$ cat src/rtl/axi_regs_arbiter.sv
// axi_regs_arbiter: shares a simple-dual-port register memory between the AXI
// register path (bram_* side) and an internal host-controller requester.
// AXI always wins a port; the internal requester takes idle port cycles and,
// if it is kept waiting too long, withdraws the matching AXI dev_ready.
module axi_regs_arbiter #(
    parameter int unsigned ADDRESS_BITS = 8,
    parameter int unsigned MAX_WAIT     = 16
) (
    input  logic                    aclk,
    input  logic                    arst,
    // AXI-side register path
    input  logic [ADDRESS_BITS-1:0] bram_waddr,
    input  logic [31:0]             bram_wdata,
    input  logic [3:0]              bram_wstb,
    input  logic                    bram_wen,
    input  logic [ADDRESS_BITS-1:0] bram_raddr,
    input  logic                    bram_ren,
    input  logic                    bram_regen,
    output logic [31:0]             bram_rdata,
    output logic                    axi_wr_dev_ready,
    output logic                    axi_rd_dev_ready,
    // Internal requester
    input  logic                    int_req,
    input  logic                    int_we,
    input  logic [ADDRESS_BITS-1:0] int_addr,
    input  logic [31:0]             int_wdata,
    output logic                    int_ack,
    output logic [31:0]             int_rdata,
    // Register memory
    output logic                    mem_we,
    output logic [ADDRESS_BITS-1:0] mem_waddr,
    output logic [31:0]             mem_wdata,
    output logic [3:0]              mem_wstb,
    output logic                    mem_ren,
    output logic [ADDRESS_BITS-1:0] mem_raddr,
    input  logic [31:0]             mem_rdata
);

    typedef enum logic [1:0] {
        StIdle,
        StRdLat,
        StAck
    } state_e;

    localparam logic [7:0] WaitLimit = 8'(MAX_WAIT);

    state_e     state_q;
    logic [7:0] wait_q;
    logic [7:0] wait_inc;
    logic       wr_issue;
    logic       rd_issue;

    // Internal accesses start only from IDLE, on a cycle the AXI side leaves that port free.
    always_comb begin
        wr_issue = !arst && (state_q == StIdle) && int_req && int_we && !bram_wen;
        rd_issue = !arst && (state_q == StIdle) && int_req && !int_we && !bram_ren;
        wait_inc = (wait_q == 8'hff) ? wait_q : wait_q + 8'd1;
    end

    // Write port mux: AXI passes straight through, internal writes are full-word.
    always_comb begin
        mem_we    = 1'b0;
        mem_waddr = bram_waddr;
        mem_wdata = bram_wdata;
        mem_wstb  = bram_wstb;
        if (bram_wen) begin
            mem_we = 1'b1;
        end else if (wr_issue) begin
            mem_we    = 1'b1;
            mem_waddr = int_addr;
            mem_wdata = int_wdata;
            mem_wstb  = 4'hf;
        end
    end

    // Read port mux: AXI read address has priority.
    always_comb begin
        mem_ren   = bram_ren | rd_issue;
        mem_raddr = bram_ren ? bram_raddr : int_addr;
    end

    // AXI read data register; internal reads never overlap bram_regen, so no sharing.
    always_ff @(posedge aclk) begin
        if (arst) begin
            bram_rdata <= 32'h0;
        end else if (bram_regen) begin
            bram_rdata <= mem_rdata;
        end
    end

    // Internal-request FSM with wait counter and registered dev_ready / ack / read data.
    always_ff @(posedge aclk) begin
        if (arst) begin
            state_q          <= StIdle;
            wait_q           <= 8'h0;
            int_ack          <= 1'b0;
            int_rdata        <= 32'h0;
            axi_wr_dev_ready <= 1'b1;
            axi_rd_dev_ready <= 1'b1;
        end else begin
            int_ack <= 1'b0;
            case (state_q)
                StIdle: begin
                    if (wr_issue) begin
                        state_q          <= StAck;
                        int_ack          <= 1'b1;
                        wait_q           <= 8'h0;
                        axi_wr_dev_ready <= 1'b1;
                    end else if (rd_issue) begin
                        state_q          <= StRdLat;
                        wait_q           <= 8'h0;
                        axi_rd_dev_ready <= 1'b1;
                    end else if (int_req) begin
                        wait_q <= wait_inc;
                        // Starved: stop new AXI bursts in the blocked direction so the port drains.
                        if (wait_inc >= WaitLimit) begin
                            if (int_we) begin
                                axi_wr_dev_ready <= 1'b0;
                            end else begin
                                axi_rd_dev_ready <= 1'b0;
                            end
                        end
                    end else begin
                        wait_q <= 8'h0;
                    end
                end
                StRdLat: begin
                    int_rdata <= mem_rdata;
                    int_ack   <= 1'b1;
                    state_q   <= StAck;
                end
                StAck: begin
                    wait_q  <= 8'h0;
                    state_q <= StIdle;
                end
                default: begin
                    state_q <= StIdle;
                end
            endcase
        end
    end

endmodule

$ cat config.mk
export PLATFORM = sky130hd
export DESIGN_NAME = axi_regs_arbiter
export DESIGN_NICKNAME = d
export VERILOG_FILES = /design/src/rtl/axi_regs_arbiter.sv
export SDC_FILE = /design/constraint.sdc
export NUM_CORES = 1
export LEC_CHECK = 0
export ABC_AREA = 1
export ABC_CLOCK_PERIOD_IN_PS = 1380
export BUFFER_PORTS_ARGS = -buffer_cell sky130_fd_sc_hd__buf_2
export CORE_MARGIN = 3
export CORE_UTILIZATION = 35
export DETAILED_ROUTE_END_ITERATION = 8
export PLACE_DENSITY_LB_ADDON = 0.25
export SYNTH_ARGS = -nofsm -noshare
export SYNTH_HDL_FRONTEND = slang
export SYNTH_SLANG_ARGS = --single-unit
export TNS_END_PERCENT = 1
$ cat constraint.sdc
create_clock -name aclk -period 1.38 [get_ports aclk]
set_input_delay 0.138 -clock aclk [delete_from_list [all_inputs] [get_ports aclk]]
set_output_delay 0.138 -clock aclk [all_outputs]
set_load 0.02 [all_outputs]
== Word level (Yosys, flattened, before mapping) ==
Cells that the tools add are included.

* Register bits: 77
* Memory bits (writable): 0
* ROM bits: 0
* Memories: 0
* Latch bits: 0
* Logic and storage cells: 63
* Bits of input ports: 131

* Multiplexer cells: 27
* Magnitude comparators: 1
* $mul: 0
* Reduce and logical (&&, ||, !) cells: 19
* Bitwise gates (word level): 2
* Div/mod/pow operators: 0
* Shifts and indexed selects: 0
* Equal/unequal tests: 6
* Add/sub/neg operators: 1

{| class="wikitable"
|+ Operators with widths
! kind !! count
|-
| two-way mux 32 bit || 2
|-
| two-way mux 8 bit || 7
|-
| one-hot mux 8 bit (2 select lines) || 1
|-
| nonzero test 2 bit || 6
|-
| two-way mux 1 bit || 11
|-
| AND reduction 5 bit || 2
|-
| adder 8 x 1 -> 8 bit (second input constant) || 1
|-
| == test 8 bit (second input constant) || 1
|-
| >= comparator 8 x 5 -> 1 bit (second input constant) || 1
|-
| two-way mux 4 bit || 2
|-
| logical AND 1 bit || 6
|-
| zero test 1 bit || 4
|-
| two-way mux 2 bit || 2
|-
| one-hot mux 2 bit (2 select lines) || 1
|-
| inequality test 3 bit (second input constant) || 1
|-
| == test 2 x 1 -> 1 bit (second input constant) || 1
|-
| == test 2 bit (second input constant) || 1
|-
| zero test 2 bit || 1
|-
| inequality test 2 x 1 -> 1 bit (second input constant) || 1
|-
| inequality test 2 bit (second input constant) || 1
|-
| one-hot mux 1 bit (2 select lines) || 1
|-
| NOT 1 bit || 1
|-
| bitwise OR 1 bit || 1
|}

== Longest topological paths before layout ==
* Depth in word-level cells: 8
* Mapped depth: 11

== Least setup slack after synthesis ==
OpenSTA, ideal clock, no wires.

* Kind: register to output
* Start: register state_q[0]
* End: output mem_waddr[0]
* Data arrival time: 1362 ps
* Cell stages (with the launch flop): 8
* Path buffers: 2
* Path slack: -120 ps
* Path through: dfxtp_1 buf_4 inv_2 nand2_2 nor3_4 nand3_2 buf_2 o21ai_1

* Cells in the longest elaborated chain, start to end: 7

{| class="wikitable"
|+ RTL lines
! element !! line !! text
|-
| start, declared || 47 || <nowiki>state_e state_q;</nowiki>
|-
| start signal, assigned || 94 || <nowiki>state_q <= StIdle;</nowiki>
|-
| start signal, assigned || 105 || <nowiki>state_q <= StAck;</nowiki>
|-
| start signal, assigned || 110 || <nowiki>state_q <= StRdLat;</nowiki>
|-
| zero test 2 bit || 55 || <nowiki>wr_issue = !arst && (state_q == StIdle) && int_req && int_we && !bram_wen;</nowiki>
|-
| logical AND 1 bit (4 in a row) || 55 ||
|-
| two-way mux 8 bit || 68 || <nowiki>end else if (wr_issue) begin</nowiki>
|-
| two-way mux 8 bit || 66 || <nowiki>if (bram_wen) begin</nowiki>
|-
| end, declared || 31 || <nowiki>output logic [ADDRESS_BITS-1:0] mem_waddr,</nowiki>
|}

No other way between the ends.

== Worst setup path in the final report ==
* Start: register state_q[0]
* End: output mem_wdata[4]

* Cells in the longest elaborated chain, start to end: 7

{| class="wikitable"
|+ RTL lines
! element !! line !! text
|-
| zero test 2 bit || 55 ||
|-
| logical AND 1 bit (4 in a row) || 55 ||
|-
| two-way mux 32 bit || 68 ||
|-
| two-way mux 32 bit || 66 ||
|-
| end, declared || 32 || <nowiki>output logic [31:0] mem_wdata,</nowiki>
|}

No other way between the ends.

==> results.ini <==
[worst_setup_path]
rr_startpoint=wait_q[1]
crit_fanout=32
crit_required_ns=1.24
timing.rr.end=axi_wr_dev_ready
arrival_ns=1.65
startpoint=state_q[0]
reg2reg_depth=10
end_kind=primary output
critical_path_class=reg -> out
cp-start-kind=flop
crit_end=mem_wdata[4]
r2r_slack_ns=0.02

[placement]
gp_congestion=0.776
placed_area_um2=5170
io_buffers=251
pre_cts_slack_ns=-0.105
dpl.hpwl_um=9880

[grt]
grt_overflow=0
grt_max_degree=67
antenna_found_initial=1
globalRouteTotalUtil_pct=22.2
grt_pass1_vias=4250
grt_pass1_wl_um=20400

[cells_and_area]
num-nets-final=944
multi_input_area_um2=1940
num_antenna_cells=0
fin_area_um2=5720
final_common_cell=buf_2
sequential_cell_area_um2=1550
num-fill-cells=946
areaGrowthSynthToFinish_pct=61.9
drive_gt1_share_pct=44.1
final_cell_mix=206 x buf_2, 136 x nor2_1, 127 x nand2_1
utilization_pct=58.5

[sta]
worstMarginPinSlew_ns=0.304
fmax_mhz=560
fin_worst_skew_ns=0.00800
min_period_ns=1.79
setup_violations=46
min_period_over_period_pct=130
max-slew-margin-rel_pct=79.7
fin_ws_ns=-0.407
hold_viol_final=0
rsz0062_at_grt=true
drv_slew=0
fin_setup_tns_ns=-16.26

[logic_synthesis]
ys_ff_latch=77
synth_cell_types=27
synth_area_leaders=dfxtp_1 44%, nand2_1 17%, nor2_1 15%
synth_nets=680
synth_area_per_cell_um2=6.44
syn-instance-count=548
synth_area_leader_cell=dfxtp_1
yosysWarnings=0
yosysSeqAreaShare_pct=43.7
yosysTopAreaCellShare_pct=43.7
syn_area_um2=3530

[clock_tree]
htree_levels=3
clockBufferDepth=2
cts_tree=done
cts_hold_buffers=0
clk-insertion-delay-late_ns=0.34
cts-root-buf=clkbuf_8
cts_sinks=77
cts.clk_slew.worst_paths_ns=0.09
cts_made_buffers=9

[outcome]
violations=negative setup slack
status=finished, violations left

[power_and_ir_drop]
ir_drop_uv=698
total_power_uw=5490
p_leak_uw=0.00310
power.density_nw_per_um2=960

[floorplanning]
dieWidth_um=106
fp.dieArea_um2=11300
rows=36
die_h_um=106
io-pin-count=252
core_area_um2=9770
initial_utilization_pct=36.1

[route]
vias=4494
dr.first_iter.drc_count=285
first_pass_iters=6
wl_um=13500
drc=0
wl_per_cell_um=14.2
ant_nets=0
vias_per_cell=4.73

[job]
cap_violations=0

[worst_hold_path]
min_path_type=in -> reg

[power by group]
part	total (uW)	internal [uW]	switching, uW	leakage, uW
Sequential	2370	2320	47.8	0.000633
Combinational	1260	528	731	0.00237
Clock	1860	1020	843	0.0000985
Total	5490	3870	1620	0.00310
[state kept, by name, indices dropped and copies added, names as in the netlist]
register          count
state_q               2
int_rdata            32
int_ack               1
axi_wr_dev_ready      1
wait_q                8
bram_rdata           32
axi_rd_dev_ready      1
[cell type report]
| cell class | instances | area share, % |
|---|---|---|
| multi-input cells | 414 | 33.9 |
| repair buffers | 284 | 30.6 |
| flip-flops and latches | 77 | 27.0 |
| well taps | 133 | 2.91 |
| clock buffers | 10 | 2.23 |
| inverters | 26 | 1.79 |
| clock inverters | 6 | 1.53 |
[critical path: stages, from the launching register on]
cell and delay [ns]:
dfxtp_2 0.33, inv_2 0.07, nand2_4 0.05, nor3_4 0.16, nand3_4 0.14, buf_8 0.20, nand2_1 0.10, nand2_2 0.07
buf_4 0.15
[kinds of logic after synthesis]
logic type / count (synthesis) / synth area share (%)
adder cells (fa/ha/maj): 1 / 0.354
buffers and inverters: 57 / 6.98
XOR/XNOR: 1 / 0.248
AO/OA/AOI/OAI: 95 / 13.5
AND/OR/NAND/NOR: 317 / 35.2
flip-flops: 77 / 43.7
[per-stage QoR]
step                      hold WS, ns  instances
after detailed placement        0.384        930
after floorplan                 0.237        548
after CTS                      0.0123        948
after global placement          0.375        930
final                          0.0232        950
after global routing           0.0227        950
[cell usage after synthesis]
master and n:
o21ai_0 75, buf_4 1, nand2_2 1, clkinv_2 1, nor2_2 1, dfxtp_1 77, a21oi_1 11, clkbuf_1 22
nor2_1 140, buf_1 1, clkinv_1 1, inv_2 1, inv_1 23, o21ai_1 8, nand3_2 1, nand3_1 7
nand2_1 159, or2_2 4, nand4_1 1, ha_1 1, o21bai_1 1, nor3_4 1, nor2_4 1, xor2_1 1
buf_2 4, buf_6 3, nor3_1 1
[per-layer routing]
layer	GRT usage, %	vias up	part of all wire [%]
li1	-	2238	-
met1	25.7	2025	40
met2	38.7	198	49
met3	6.31	31	8.5
met4	8.77	2	2.7
met5	0	-	0.096
[what timing repair did]
action | 4_1_cts | 5_1_grt
setup buffers | 2 | 2
resized for setup | 65 | 28
pin swaps | 2 | 3
hold endpoints to repair | 0 | 0
setup endpoints to repair | 56 | 66
gates cloned | 0 | 0
[worst min path at each step]
stage	start	endpoint	slack, ns	cells past startpoint
floorplan	arst	axi_wr_dev_ready	0.24	2
CTS	mem_rdata[25]	bram_rdata[25]	0.01	3
detailed placement	mem_rdata[2]	bram_rdata[2]	0.38	3
global route	mem_rdata[16]	bram_rdata[16]	0.02	3
finish	mem_rdata[25]	bram_rdata[25]	0.02	3
global placement	mem_rdata[7]	int_rdata[7]	0.37	3
Note: power is estimated with default switching activity, not from simulation.
